### src/rtl/nonce_tx.sv
// Buffers golden nonces reported by the miner and returns each one to the host
// as four 8N1 UART bytes, least-significant byte first.
module nonce_tx #(
    parameter int CLK_RATE   = 50000000,
    parameter int BAUD_RATE  = 115200,
    parameter int FIFO_DEPTH = 4
) (
    input  logic        clk,
    input  logic        reset,
    input  logic        nonce_valid,
    input  logic [31:0] nonce,
    output logic        tx,
    output logic        busy,
    output logic        overflow
);

    localparam int BIT_CLKS = CLK_RATE / BAUD_RATE;
    localparam int CNT_W    = $clog2(BIT_CLKS + 1);
    localparam int PTR_W    = $clog2(FIFO_DEPTH);

    localparam logic [CNT_W-1:0] BAUD_LAST = CNT_W'(BIT_CLKS - 1);
    localparam logic [PTR_W:0]   DEPTH_CNT = (PTR_W + 1)'(FIFO_DEPTH);

    typedef enum logic [1:0] {
        IDLE  = 2'd0,
        START = 2'd1,
        DATA  = 2'd2,
        STOP  = 2'd3
    } state_t;

    // Handshake: nonce_valid is a one-cycle push strobe with no ready; a
    // strobe that meets a full FIFO (and no pop on that edge) is dropped and
    // recorded in the sticky overflow flag.

    logic [31:0]      mem [FIFO_DEPTH];
    logic [PTR_W-1:0] wr_ptr;
    logic [PTR_W-1:0] rd_ptr;
    logic [PTR_W:0]   count;
    logic             fifo_empty;
    logic             fifo_full;
    logic             push;
    logic             pop;
    logic [31:0]      head;

    state_t           state;
    state_t           state_nx;
    logic [CNT_W-1:0] baud_cnt;
    logic [CNT_W-1:0] baud_nx;
    logic [1:0]       byte_idx;
    logic [1:0]       byte_nx;
    logic [2:0]       bit_idx;
    logic [2:0]       bit_nx;
    logic [2:0]       bit_inc;
    logic [31:0]      shreg;
    logic [31:0]      shreg_nx;
    logic             tx_nx;
    logic             baud_done;

    assign fifo_empty = (count == '0);
    assign fifo_full  = (count == DEPTH_CNT);
    assign head       = mem[rd_ptr];
    // A pop on the same edge frees a slot, so a push while full still lands.
    assign push       = nonce_valid && (!fifo_full || pop);
    assign baud_done  = (baud_cnt == BAUD_LAST);
    assign bit_inc    = bit_idx + 3'd1;

    always_ff @(posedge clk) begin
        if (push) begin
            mem[wr_ptr] <= nonce;
        end
    end

    always_ff @(posedge clk or posedge reset) begin
        if (reset) begin
            wr_ptr   <= '0;
            rd_ptr   <= '0;
            count    <= '0;
            overflow <= 1'b0;
        end else begin
            if (push) begin
                wr_ptr <= wr_ptr + 1'b1;
            end
            if (pop) begin
                rd_ptr <= rd_ptr + 1'b1;
            end
            case ({push, pop})
                2'b10:   count <= count + 1'b1;
                2'b01:   count <= count - 1'b1;
                default: count <= count;
            endcase
            if (nonce_valid && !push) begin
                overflow <= 1'b1;
            end
        end
    end

    always_ff @(posedge clk or posedge reset) begin
        if (reset) begin
            state    <= IDLE;
            baud_cnt <= '0;
            byte_idx <= '0;
            bit_idx  <= '0;
            shreg    <= '0;
            tx       <= 1'b1;
            busy     <= 1'b0;
        end else begin
            state    <= state_nx;
            baud_cnt <= baud_nx;
            byte_idx <= byte_nx;
            bit_idx  <= bit_nx;
            shreg    <= shreg_nx;
            tx       <= tx_nx;
            busy     <= (state != IDLE) || !fifo_empty;
        end
    end

    always_comb begin
        state_nx = state;
        baud_nx  = baud_cnt;
        byte_nx  = byte_idx;
        bit_nx   = bit_idx;
        shreg_nx = shreg;
        tx_nx    = tx;
        pop      = 1'b0;

        case (state)
            IDLE: begin
                tx_nx = 1'b1;
                if (!fifo_empty) begin
                    pop      = 1'b1;
                    shreg_nx = head;
                    byte_nx  = 2'd0;
                    bit_nx   = 3'd0;
                    baud_nx  = '0;
                    tx_nx    = 1'b0;
                    state_nx = START;
                end
            end

            START: begin
                if (baud_done) begin
                    baud_nx  = '0;
                    bit_nx   = 3'd0;
                    tx_nx    = shreg[{byte_idx, 3'd0}];
                    state_nx = DATA;
                end else begin
                    baud_nx = baud_cnt + 1'b1;
                end
            end

            DATA: begin
                if (baud_done) begin
                    baud_nx = '0;
                    if (bit_idx == 3'd7) begin
                        tx_nx    = 1'b1;
                        state_nx = STOP;
                    end else begin
                        bit_nx = bit_inc;
                        tx_nx  = shreg[{byte_idx, bit_inc}];
                    end
                end else begin
                    baud_nx = baud_cnt + 1'b1;
                end
            end

            STOP: begin
                if (baud_done) begin
                    baud_nx = '0;
                    bit_nx  = 3'd0;
                    if (byte_idx != 2'd3) begin
                        byte_nx  = byte_idx + 2'd1;
                        tx_nx    = 1'b0;
                        state_nx = START;
                    end else if (!fifo_empty) begin
                        // Chain straight into the next word with no idle bit.
                        pop      = 1'b1;
                        shreg_nx = head;
                        byte_nx  = 2'd0;
                        tx_nx    = 1'b0;
                        state_nx = START;
                    end else begin
                        tx_nx    = 1'b1;
                        state_nx = IDLE;
                    end
                end else begin
                    baud_nx = baud_cnt + 1'b1;
                end
            end

            default: begin
                tx_nx    = 1'b1;
                state_nx = IDLE;
            end
        endcase
    end

endmodule

### config.mk
export PLATFORM = sky130hd
export DESIGN_NAME = nonce_tx
export DESIGN_NICKNAME = d
export VERILOG_FILES = /design/src/rtl/nonce_tx.sv
export SDC_FILE = /design/constraint.sdc
export NUM_CORES = 1
export LEC_CHECK = 0
export CAP_MARGIN = 15
export CORE_ASPECT_RATIO = 1.4
export CORE_UTILIZATION = 35
export CTS_BUF_LIST = sky130_fd_sc_hd__clkbuf_4 sky130_fd_sc_hd__clkbuf_8
export CTS_CLUSTER_SIZE = 40
export DETAILED_ROUTE_END_ITERATION = 8
export PLACE_DENSITY_LB_ADDON = 0.2
export SLEW_MARGIN = 25
export SYNTH_ARGS = -nofsm -noshare
export SYNTH_HDL_FRONTEND = slang
export SYNTH_SLANG_ARGS = --single-unit
### constraint.sdc
create_clock -name clk -period 3.34 [get_ports clk]
set_input_delay 0.334 -clock clk [delete_from_list [all_inputs] [get_ports clk]]
set_output_delay 0.334 -clock clk [all_outputs]
set_load 0.01 [all_outputs]
# After elaboration in Yosys (flattened, before gate mapping)
# Memories as Yosys holds them, arrays and structs flattened.
# Cells that the tools add are included.
[word_totals]
output_inout_bits = 3
memories = 1
regBits = 58
mem_bits_rw = 128
inputBits = 35
[op_classes]
order_cmp = 2
eq_ne = 17
n_reduce_logical = 19
mux = 42
addsub = 7
[mem_list]
columns = ["name", "depth", "width", "read_ports", "rd_clocked_by_memory_dff", "wr", "line", "text"]
rows = [
  ["mem", 4, 32, 1, 0, 1, "35", "logic [31:0] mem [FIFO_DEPTH];"],
]
[op_table]
columns = ["cell", "n"]
rows = [
  ["32-bit 2-to-1 mux", 3],
  ["32-bit case mux with 2 select lines", 1],
  ["9-bit 2-to-1 mux", 2],
  ["9-bit case mux with 2 select lines", 1],
  ["2-bit 2-to-1 mux", 8],
  ["2-bit inequality test (second input constant)", 8],
  ["1-bit 2-to-1 mux", 15],
  ["5-bit by 6-bit < comparator with 1-bit output (second input constant)", 2],
  ["3-bit 2-to-1 mux", 4],
  ["9-bit by 1-bit adder with 9-bit output (second input constant)", 1],
  ["9-bit equality test (second input constant)", 1],
  ["3-bit case mux with 3 select lines", 1],
  ["2-bit case mux with 4 select lines", 1],
  ["2-bit by 1-bit adder with 2-bit output (second input constant)", 3],
  ["3-bit by 1-bit adder with 3-bit output (second input constant)", 2],
  ["2-bit equality test (second input constant)", 3],
  ["3-bit equality test (second input constant)", 2],
  ["3-bit case mux with 2 select lines", 1],
  ["3-bit AND reduction", 2],
  ["2-bit nonzero test", 3],
  ["1-bit binary-select mux with 5-bit select", 1],
  ["5-bit AND reduction", 1],
  ["2-bit by 1-bit equality test with 1-bit output (second input constant)", 2],
  ["1-bit case mux with 4 select lines", 1],
  ["14 further kinds", 18],
]

# Depth between registers and ports, before layout
[depth]
word_depth = 9
depth_mapped = 11
depth_no_buf = 10

# Worst setup path before layout
# No wires, ideal clock.
[synth_path]
path_type = "register to register"
from = "register baud_cnt[1]"
to = "memory mem[0][0] (enable)"
setup_time_ps = 392
path_stages_with_launch = 8
arrival_ps = 2288
required_ps = 2948
slack_ps = 660
cell_sequence = "dfrtp_1 inv_1 ha_1 and4_1 a41oi_1 nor3_1 o31a_1 and2_1"
[synth_via]
elab_chain_len = 7
[synth_lines]
columns = ["element", "line", "text"]
rows = [
  ["start: declaration", "47", "logic [CNT_W-1:0] baud_cnt;"],
  ["start signal: assignment", "108", "baud_cnt <= baud_nx;"],
  ["9-bit equality test", "64", "assign baud_done = (baud_cnt == BAUD_LAST);"],
  ["1-bit 2-to-1 mux", "167", "if (baud_done) begin"],
  ["1-bit case mux with 2 select lines", "126", "case (state)"],
  ["1-bit logical OR", "63", "assign push = nonce_valid && (!fifo_full || pop);"],
  ["1-bit logical AND", "63", ""],
  ["1-bit 2-to-1 mux", "68", "if (push) begin"],
  ["1-bit 2-to-1 mux (not written as such)", "69", "mem[wr_ptr] <= nonce;"],
  ["end: declaration", "35", ""],
]
# No other way between the ends.

# Worst setup path in the final report
[layout_path]
from = "register baud_cnt[1]"
to = "register count[2]"
[layout_via]
elab_chain_len = 7
elab_cells_between_ends = 9
[layout_lines]
columns = ["element", "line", "text"]
rows = [
  ["9-bit equality test *", "64", ""],
  ["1-bit 2-to-1 mux *", "167", ""],
  ["1-bit case mux with 2 select lines *", "126", ""],
  ["1-bit logical OR", "63", ""],
  ["1-bit logical AND", "63", ""],
  ["2-bit by 1-bit equality test with 1-bit output or 2-bit equality test (tied branches)", "86", "case ({push, pop})"],
  ["3-bit case mux with 2 select lines or 2-bit nonzero test (tied branches)", "--", ""],
  ["end signal: assignment", "87", "2'b10: count <= count + 1'b1;"],
  ["end signal: assignment", "88", "2'b01: count <= count - 1'b1;"],
  ["end signal: assignment", "89", "default: count <= count;"],
  ["end: declaration", "38", "logic [PTR_W:0] count;"],
]
# Every way passes the cells marked *; elsewhere a longest branch is shown, timed or not.
# A chain may end at the register's enable or synchronous reset.

==> summary.txt <==
Pwr
  – Gate power share: 36.8%
  – Sequential share of power: 43.2%
  – Clock network fraction of design power: 20.0%
  – Peak VDD IR: 0.000543 V
  – Pint: 0.00556 W
  – Switch Pwr: 0.00238 W
  – Sw Share: 30.0%
  – P_leak: 3.26 nW
  – Pwr/cell area: 880 mW/mm²

Yosys
  – Seq/Total Area, Yosys: 67.6%
  – Post-synth top area cell: edfxtp_1
  – EDFF count, synth: 128
  – Xor and xnor area share after synthesis: 0.671%
  – Flops & latches, synth: 186
  – Mux cell area share after synthesis: 19.0%
  – Compound-Gate Fraction of Synth Area: 4.39%
  – Post-Synthesis Cells: 421
  – Synth Area in Simple Gates: 3.59%
  – Top FF cell, synth: edfxtp_1
  – Main area contributors after synthesis: edfxtp_1, dfrtp_1, mux4_2, mux2_4, ha_1
  – Main combinational cell family by area after synthesis: multiplexers
  – Syn_area_per_cell: 18.6 µm²
  – Area share of fa/ha/maj cells after synthesis: 2.49%
  – Net Count, Synth: 471
  – Share of the synthesized area in the top cell type: 49.1%
  – Library cells used by synthesis: 56
  – Synth async-reset ratio: 31.2%
  – Cell area after synthesis: 0.00783 mm²
  – Yosys warnings: 0

Timing
  – Slew @ Worst Pin: 0.703 ns
  – Setup TNS Final: 0 ns
  – Clock skew: 0.0151 ns
  – Worst relative slew slack: 53.2%
  – Period minus WS final: 2.75 ns
  – Final period util: 82.5%
  – Final setup viols: 0
  – Slew Viols, Final: 0
  – Fmax: 363 MHz
  – Final hold vios: 0
  – RSZ-0062 raised after global routing: false

Routing
  – # DRC: 0
  – Total iterations of the first detailed-routing run: 4
  – Total routed wirelength: 14300 µm
  – DR iter-0 viols: 201
  – WL/cell: 18.3 µm
  – Via count: 3815
  – ANT nets after route: 0
  – DR vias/cell: 4.87

Global routing
  – Vias in the first global route: 4201
  – Global-route wire length before repair: 23300 µm
  – GRT Total Usage: 13.8%
  – Antenna violations before repair: 0
  – Largest net degree at the start of global routing: 35
  – Grt ovf: 0

Setup path
  – Crit Path Max Fanout: 12
  – Crit path arrival time: 3.08 ns
  – CP Capture Type: flip-flop
  – Critical Path RT: 3.67 ns
  – Crit path kind: reg -> reg
  – Startpoint Class: flip-flop

Floorplan
  – DIE AREA: 0.0230 mm²
  – Die height: 179 µm
  – CORE AREA: 0.0219 mm²
  – Initial Utilization: 35.7%
  – FP Rows: 64
  – Io pins: 38
  – Die Wd: 128 µm

Placement
  – Hpwl dp: 9680 µm
  – IO buf count: 37
  – Routability Congestion: 0.794
  – Dpl cells: 751

Clock tree
  – Worst-case clock buffer depth: 2
  – CTS Buf Count: 17
  – Clock sinks: 186
  – Clk slew on worst S/H paths: 0.09 ns
  – CTS Hold Bufs: 0
  – # resized after CTS: 0
  – CTS tree: built
  – Setup bufs post-CTS: 0
  – # H-tree levels: 4
  – CTS root buf: clkbuf_8
  – Clock latency on the worst-skew pair: 0.46 ns

Layout
  – Filler instances: 1990
  – Register Area: 0.00530 mm²
  – Area of the multi-input gates: 0.00236 mm²
  – Post-Route Utilization: 41.1%
  – Final nets: 523
  – Post-Layout Cell Count: 783
  – Share of cells above drive strength 1: 26.1%
  – Area Growth Syn to Fin: 15.1%
  – Antenna diodes: 0
  – Most frequent cells in the layout: edfxtp_1, dfrtp_1, mux4_2
  – Most common cell after layout, fill and taps aside: edfxtp_1

Hold path
  – Hold Crit Class: in -> async

Run
  – Max-Cap Viols: 0

Status
  – Run status: finished, final reports clean
[metal layers]
metal | up-vias | share of wire, % | GRT usage, % | routed length [µm]
met5 | - | 0 | 0 | 0
met4 | 0 | 1.5 | 5.59 | 215
met3 | 14 | 2.7 | 3.04 | 382
met2 | 61 | 54 | 24.8 | 7760
met1 | 1975 | 42 | 15.9 | 5930
li1 | 1765 | - | - | -
[state kept, by name (all words and copies together) (netlist names), 2 cells and up]
signal	cells
shreg	32
state	2
mem	128
count	3
bit_idx	3
wr_ptr	2
baud_cnt	9
rd_ptr	2
byte_idx	2
[final timing paths]
check,endpoint,depth (start not counted),from,slack [ns]
setup / recovery,count[2],10,baud_cnt[1],0.59
hold / removal,rd_ptr[1],2,reset,0.29
setup reg to reg,count[2],10,baud_cnt[1],0.59
hold reg to reg,overflow,2,overflow,0.48
max in group asynchronous,shreg[18],3,reset,2.34
min in group clk,overflow,2,overflow,0.48
[critical path, stage by stage, from the launching register on]
cell and delay [ns]:
dfrtp_1 0.40, inv_1 0.08, ha_1 0.15, and4_1 0.29, a41oi_1 0.15, nor3_1 0.27
buf_4 0.25, nand2_1 0.09, fa_1 0.41, a2111oi_0 0.39, o22ai_1 0.15
[kinds of logic (layout without fill, tap and decap cells)]
family	after synthesis	after routing
buffers and inverters	31	96
AO/OA/AOI/OAI	48	48
flip-flops	186	186
adder cells (fa/ha/maj)	15	15
multiplexers	83	83
XOR/XNOR	6	6
AND/OR/NAND/NOR	52	52
[power groups by stage]
stage,Combinational [W],Sequential [W],Clock [W]
final,0.00292,0.00343,0.00159
after global routing,0.00318,0.00349,0.00173
after CTS,0.00300,0.00343,0.00166
after detailed placement,0.00300,0.00348,0
after global placement,0.00294,0.00345,0
after floorplan,0.00245,0.00338,0
[through the flow]
step | total power (W) | hold slack (ns) | area (µm²) | setup WS [ns]
final | 0.00793 | 0.287 | 9010 | 0.585
after global routing | 0.00840 | 0.318 | 9010 | 0.301
after CTS | 0.00809 | 0.270 | 9010 | 0.574
after detailed placement | 0.00647 | 0.466 | 8590 | 0.598
after global placement | 0.00639 | 0.492 | 8590 | 0.693
after floorplan | 0.00583 | 0.433 | 7830 | 0.660
[cell usage after synthesis (all sizes together), types with 3 or more instances]
master and instances:
nand3 3, nand2 18, edfxtp 128, and2 5, xnor2 5, dfrtp 57
o22ai 5, ha 14, and3 5, mux2 35, a21oi 7, mux4 40
o21ai 12, clkbuf 7, nor2 8, inv 12, a22o 3, buf 10
mux2i 8, nor3 5
[layout make-up]
cell class / count / area share [%]
sequential: 186 / 58.8
clock buffer: 19 / 2.76
inverter: 14 / 0.583
timing repair buffer: 50 / 5.61
multi-input combinational: 204 / 26.2
tap: 297 / 4.12
clock inverter: 13 / 1.94
Note: power is estimated with default switching activity, not from simulation.
